==> src/rtl/nios_st_packet_fifo.sv <==
`timescale 1ns/1ps
`default_nettype none
// ============================================================================
// Module      : nios_st_packet_fifo
// Description : Avalon-ST FIFO carrying SOP/EOP sideband with fill/packet
//               status, synchronous flush and optional store-and-forward.
// Revision    : 1.0 - initial release
// ============================================================================
module nios_st_packet_fifo #(
    parameter int DATA_WIDTH   = 32,
    parameter int DEPTH        = 16,
    parameter int ADDR_WIDTH   = 4,
    parameter bit PACKET_MODE  = 1'b0,
    parameter int ALMOST_FULL  = 12,
    parameter int ALMOST_EMPTY = 2
) (
    input  logic                  clk,
    input  logic                  reset,
    input  logic                  flush,
    output logic                  in_ready,
    input  logic                  in_valid,
    input  logic [DATA_WIDTH-1:0] in_data,
    input  logic                  in_startofpacket,
    input  logic                  in_endofpacket,
    input  logic                  out_ready,
    output logic                  out_valid,
    output logic [DATA_WIDTH-1:0] out_data,
    output logic                  out_startofpacket,
    output logic                  out_endofpacket,
    output logic [ADDR_WIDTH:0]   fill_level,
    output logic [ADDR_WIDTH:0]   pkt_count,
    output logic                  almost_full,
    output logic                  almost_empty
);

    localparam int                c_MEM_W = DATA_WIDTH + 2;
    localparam logic [ADDR_WIDTH:0] c_DEPTH = (ADDR_WIDTH+1)'(DEPTH);
    localparam logic [ADDR_WIDTH:0] c_AF    = (ADDR_WIDTH+1)'(ALMOST_FULL);
    localparam logic [ADDR_WIDTH:0] c_AE    = (ADDR_WIDTH+1)'(ALMOST_EMPTY);
    localparam logic [ADDR_WIDTH-1:0] c_PTR_ONE = ADDR_WIDTH'(1);

    logic [c_MEM_W-1:0]    mem_q [DEPTH];

    logic [ADDR_WIDTH-1:0] wr_ptr_q, wr_ptr_d;
    logic [ADDR_WIDTH-1:0] rd_ptr_q, rd_ptr_d;
    logic [ADDR_WIDTH:0]   fill_q, fill_d;
    logic [ADDR_WIDTH:0]   pkt_q, pkt_d;
    logic [ADDR_WIDTH:0]   mem_pkt_q, mem_pkt_d;
    logic                  out_valid_q, out_valid_d;
    logic [DATA_WIDTH-1:0] out_data_q, out_data_d;
    logic                  out_sop_q, out_sop_d;
    logic                  out_eop_q, out_eop_d;
    logic                  cont_q, cont_d;

    logic                  w_accept;
    logic                  w_deliver;
    logic                  w_load;
    logic                  w_release_ok;
    logic                  w_escape;
    logic [ADDR_WIDTH:0]   w_mem_cnt;
    logic [c_MEM_W-1:0]    w_head;
    logic                  w_head_eop;
    logic                  w_head_sop;
    logic [DATA_WIDTH-1:0] w_head_data;

    assign in_ready     = (fill_q < c_DEPTH) & ~flush;
    assign w_accept     = in_valid & in_ready;
    assign w_deliver    = out_valid_q & out_ready & ~flush;

    // fill_level includes the beat parked in the output register.
    assign w_mem_cnt    = fill_q - {{ADDR_WIDTH{1'b0}}, out_valid_q};
    assign w_head       = mem_q[rd_ptr_q];
    assign w_head_sop   = w_head[DATA_WIDTH+1];
    assign w_head_eop   = w_head[DATA_WIDTH];
    assign w_head_data  = w_head[DATA_WIDTH-1:0];

    // A full buffer with no complete packet can never see its EOP arrive,
    // so the head packet is let through as cut-through instead.
    assign w_escape     = (fill_q == c_DEPTH) && (pkt_q == '0);
    assign w_release_ok = !PACKET_MODE || (mem_pkt_q != '0) || cont_q || w_escape;
    assign w_load       = ~flush && (w_mem_cnt != '0) && w_release_ok
                          && (~out_valid_q || out_ready);

    always_ff @(posedge clk) begin
        if (w_accept) begin
            mem_q[wr_ptr_q] <= {in_startofpacket, in_endofpacket, in_data};
        end
    end

    always_comb begin
        wr_ptr_d    = wr_ptr_q;
        rd_ptr_d    = rd_ptr_q;
        fill_d      = fill_q;
        pkt_d       = pkt_q;
        mem_pkt_d   = mem_pkt_q;
        out_valid_d = out_valid_q;
        out_data_d  = out_data_q;
        out_sop_d   = out_sop_q;
        out_eop_d   = out_eop_q;
        cont_d      = cont_q;

        if (flush) begin
            wr_ptr_d    = '0;
            rd_ptr_d    = '0;
            fill_d      = '0;
            pkt_d       = '0;
            mem_pkt_d   = '0;
            out_valid_d = 1'b0;
            cont_d      = 1'b0;
        end else begin
            if (w_accept) begin
                wr_ptr_d = wr_ptr_q + c_PTR_ONE;
            end
            fill_d    = fill_q
                        + {{ADDR_WIDTH{1'b0}}, w_accept}
                        - {{ADDR_WIDTH{1'b0}}, w_deliver};
            pkt_d     = pkt_q
                        + {{ADDR_WIDTH{1'b0}}, w_accept & in_endofpacket}
                        - {{ADDR_WIDTH{1'b0}}, w_deliver & out_eop_q};
            mem_pkt_d = mem_pkt_q
                        + {{ADDR_WIDTH{1'b0}}, w_accept & in_endofpacket}
                        - {{ADDR_WIDTH{1'b0}}, w_load & w_head_eop};

            if (w_load) begin
                rd_ptr_d    = rd_ptr_q + c_PTR_ONE;
                out_valid_d = 1'b1;
                out_data_d  = w_head_data;
                out_sop_d   = w_head_sop;
                out_eop_d   = w_head_eop;
                // Keep streaming the rest of this packet once it has started.
                cont_d      = ~w_head_eop;
            end else if (w_deliver) begin
                out_valid_d = 1'b0;
            end
        end
    end

    always_ff @(posedge clk or posedge reset) begin
        if (reset) begin
            wr_ptr_q    <= '0;
            rd_ptr_q    <= '0;
            fill_q      <= '0;
            pkt_q       <= '0;
            mem_pkt_q   <= '0;
            out_valid_q <= 1'b0;
            out_data_q  <= '0;
            out_sop_q   <= 1'b0;
            out_eop_q   <= 1'b0;
            cont_q      <= 1'b0;
        end else begin
            wr_ptr_q    <= wr_ptr_d;
            rd_ptr_q    <= rd_ptr_d;
            fill_q      <= fill_d;
            pkt_q       <= pkt_d;
            mem_pkt_q   <= mem_pkt_d;
            out_valid_q <= out_valid_d;
            out_data_q  <= out_data_d;
            out_sop_q   <= out_sop_d;
            out_eop_q   <= out_eop_d;
            cont_q      <= cont_d;
        end
    end

    assign out_valid         = out_valid_q;
    assign out_data          = out_data_q;
    assign out_startofpacket = out_sop_q;
    assign out_endofpacket   = out_eop_q;
    assign fill_level        = fill_q;
    assign pkt_count         = pkt_q;
    assign almost_full       = (fill_q >= c_AF);
    assign almost_empty      = (fill_q <= c_AE);

endmodule
`default_nettype wire

==> config.mk <==
export PLATFORM = sky130hd
export DESIGN_NAME = nios_st_packet_fifo
export DESIGN_NICKNAME = d
export VERILOG_FILES = /design/src/rtl/nios_st_packet_fifo.sv
export SDC_FILE = /design/constraint.sdc
export NUM_CORES = 1
export LEC_CHECK = 0
export ABC_AREA = 1
export CELL_PAD_IN_SITES_DETAIL_PLACEMENT = 2
export CELL_PAD_IN_SITES_GLOBAL_PLACEMENT = 2
export CORE_MARGIN = 8
export CORE_UTILIZATION = 42
export DETAILED_ROUTE_END_ITERATION = 8
export PLACE_DENSITY = 0.82
export SLEW_MARGIN = 10
export SYNTH_ARGS = -nofsm -noshare
export SYNTH_HDL_FRONTEND = slang
export SYNTH_SLANG_ARGS = --single-unit
==> constraint.sdc <==
create_clock -name clk -period 3.15 [get_ports clk]
set_input_delay 0.945 -clock clk [delete_from_list [all_inputs] [get_ports clk]]
set_output_delay 0.945 -clock clk [all_outputs]
set_load 0.02 [all_outputs]
==> flow_summary_export.csv <==
group,metric,value,unit
finish,nFillCells,5561,
route,drc_errors,0,
critical_path,cp.required,2.20,ns
route,average_vias_per_placed_instance,5.77,
place,place_area,26500,µm²
finish,areaGrowthSynthToFinish,18.1,%
job,cap_viol_max_count,0,
synthesis,adder_and_majority_gate_portion_of_the_synthesized_area,0.0125,
clocking,clk-insertion-delay-late,0.62,ns
route,detail_route.wirelength,85700,µm
grt,grt_antenna_before_repair,0,
grt,gr-total-overflow,0,
synthesis,synth_top_family_by_area,"simple AND/OR/NAND/NOR gates",
power,pwr-share-comb,0.288,
finish,post_route_cells_drive_above_1_share,0.0822,
finish,final_nets,2237,
floorplanning,design.core.area,57400,µm²
timing,hold_ws,0.482,ns
timing,fmaxAchievable,331,MHz
synthesis,synth.distinct_cells,30,
critical_path,worstPathArrival,2.08,ns
clocking,cts_tree,"done",
timing,worst_slew_margin_rel,0.114,
clocking,cts_setup_buffers,0,
synthesis,syn-instance-count,2076,
synthesis,ys_async_sr_fraction,0.0888,
place,post-place-ws,-0.342,ns
grt,grt_start_max_net_pins,232,
clocking,cts.sinks,597,
power,total_switching_power,8.49,mW
clocking,h-tree-depth,3,
synthesis,synth.mux.area_fraction,0,
synthesis,synth.avg_cell_area,11.7,µm²
timing,setup_repair_after_global_routing_missed_its_margin,"no",
route,antenna_violating_nets_post_route,0,
power,power_leakage,10.7,nW
route,first_pass_iters,5,
synthesis,synth_sequential_area_ratio,0.729,
clocking,cell_at_the_root_of_the_clock_tree,"clkbuf_16",
timing,maximum_clock_skew_at_final_layout,0.0311,ns
power,power.density_cell_area,838,nW/µm²
critical_path,worst-path-max-fanout,5,
synthesis,ys_ff_latch,597,
route,drt_iter0_drc,1295,
power,internal_power,15.5,mW
power,seq_power_share,0.391,
route,routedWlPerCell,28.6,µm
floorplanning,floorplan.die_area,65600,µm²
floorplanning,initial_utilization,0.422,
timing,fin_crit_sh,0.959,
power,clock_power_share,0.321,
place,port_buffers,86,
hold_path,min-delay-path-class,"register to register",
grt,first_global_vias,19700,
power,peakVddDrop,0.708,mV
place,post-dp-hpwl,48000,µm
synthesis,synth_compound_gate_area_share,0.0202,
timing,finalWorstPathRequiredPeriod,3.02,ns
grt,grt_use_total,0.258,
timing,fin_ws,0.130,ns
synthesis,yosys_warnings,0,
clocking,cts_made_buffers,66,
clocking,clk_transition_reported_paths,0.06,ns
outcome,outcome,"finished, final reports clean",
finish,antenna_cells,0,
synthesis,synth-main-ff-cell,"edfxtp_1",
floorplanning,dieHeight,256,µm
timing,tightest_slew,1.33,ns
power,p_sw_frac,0.354,
critical_path,reg2reg_setup_slack,0.53,ns
timing,finalSetupViolCount,0,
synthesis,synth-edff-count,544,
floorplanning,pin_count,87,
floorplanning,die_w,256,µm
critical_path,worstSetupPathType,"register to primary output",
grt,grt_pass1_wl,129000,µm
synthesis,synth-xor-area-share,0.00145,
timing,timing_max_transition_violations_final,0,
timing,hold_viol_final,0,
floorplanning,placementRows,88,
place,gpl.final_weighted_congestion,0.763,
synthesis,simple_gate_share_of_the_synthesized_area,0.207,
route,route.vias.total,17300,
clocking,max-clock-path-buffers,3,
critical_path,setup.worst_path.start_class,"register",
finish,layout.cell_area.non_filler,28600,µm²
synthesis,postSynthNetCount,2138,
critical_path,critPathCaptureType,"primary output",
synthesis,synthesis.area,24200,µm²
flip-flops by register name, indices dropped and copies added, names as in the netlist:
name / flops
out_data: 32
wr_ptr_q: 4
rd_ptr_q: 4
mem_q: 544
pkt_count: 5
out_valid: 1
out_endofpacket: 1
out_startofpacket: 1
fill_level: 5
cells in the final DEF, fill, tap and decap left out, types with 3 or more instances in the layout:
| master | netlist | layout |
|---|---|---|
| clkinv_1 | 1 | 10 |
| buf_4 | 3 | 32 |
| a21oi_1 | 77 | 77 |
| dfrtp_2 | 0 | 3 |
| nor2_4 | 0 | 17 |
| dfrtp_1 | 53 | 48 |
| inv_2 | 3 | 3 |
| o21ai_0 | 9 | 8 |
| inv_1 | 32 | 31 |
| clkinv_2 | 0 | 5 |
| nor2_1 | 29 | 12 |
| ha_1 | 21 | 21 |
| nand3_1 | 384 | 384 |
| buf_12 | 0 | 33 |
| edfxtp_1 | 544 | 544 |
| nand2_1 | 784 | 783 |
| clkbuf_8 | 0 | 6 |
| xor2_1 | 3 | 3 |
| bufinv_16 | 0 | 3 |
| clkdlybuf4s50_1 | 0 | 84 |
| clkbuf_16 | 0 | 68 |
| inv_6 | 0 | 3 |
| clkbuf_1 | 25 | 23 |
power groups by stage:
stage	Clock [mW]	Sequential [mW]	Combinational [mW]
finish	7.69	9.37	6.91
global route	8.06	9.40	7.47
CTS	7.82	9.37	6.97
detailed placement	0	9.52	6.73
global placement	0	9.48	6.25
floorplan	0	9.70	3.71
layer usage:
metal / vias to the layer above / wire [µm] / global-route usage
met2: 601 / 43300 / 0.443
met3: 243 / 4690 / 0.0480
li1: 7408 / - / -
met1: 9010 / 33800 / 0.310
met4: 0 / 3920 / 0.124
met5: - / 0 / 0
Yosys cell counts, types with 6 or more instances:
master	instances	area share
edfxtp_1	544	0.67
a21oi_1	77	0.016
nand2_1	784	0.12
nand3_1	384	0.079
nor2_1	29	0.0045
dfrtp_1	53	0.055
buf_2	84	0.017
inv_1	32	0.0050
ha_1	21	0.011
clkbuf_1	25	0.0039
buf_1	6	0.00093
o21ai_0	9	0.0019
final timing paths:
check                              startpoint      endpoint  depth (start not counted)
worst min-delay path             out_data[28]  out_data[28]                          2
worst max-delay path            fill_level[4]   almost_full                          5
worst min register to register   out_data[28]  out_data[28]                          2
min in group asynchronous               reset  out_data[27]                          2
max in group asynchronous               reset   rd_ptr_q[1]                          3
worst max register to register      out_valid  pkt_count[4]                         13
metrics by stage:
| step | power, mW | cells | setup TNS [ns] | util |
|---|---|---|---|---|
| floorplan | 13.4 | 2076 | -208.32 | - |
| global placement | 15.7 | 2872 | -0.291 | 0.462 |
| detailed placement | 16.3 | 2872 | -0.968 | 0.462 |
| CTS | 24.2 | 2992 | 0 | 0.498 |
| global route | 24.9 | 2992 | 0 | 0.498 |
| finish | 24.0 | 2992 | 0 | 0.498 |
critical path: stages, from the launching register on:
cell and delay, ns:
dfrtp_2 0.45, inv_1 0.14, ha_1 0.16, a21oi_1 0.06, nand2_1 0.08, clkdlybuf4s50_1 0.60
final cells by class:
cell class | count | area (µm²) | area share
well taps | 765 | 957 | 0.0335
inverters | 36 | 143 | 0.00499
clock inverters | 23 | 223 | 0.00779
clock buffers | 97 | 1870 | 0.0654
repair buffers | 151 | 1760 | 0.0615
multi-input cells | 1323 | 5970 | 0.209
flip-flops and latches | 597 | 17700 | 0.618
kinds of logic (layout without fill, tap and decap cells):
group | Yosys count | after routing
simple gates | 1203 | 1203
flops | 597 | 597
buf+inv | 156 | 307
compound gates | 93 | 93
fa+ha+maj | 23 | 23
xor+xnor | 4 | 4
timing repair:
item	4_1_cts	5_1_grt
resized for setup	2	3
hold buffers	0	0
gates cloned	0	0
endpoints found under the hold margin	0	0
setup endpoints to repair	2	2
Power figures use the tool's default switching activity.
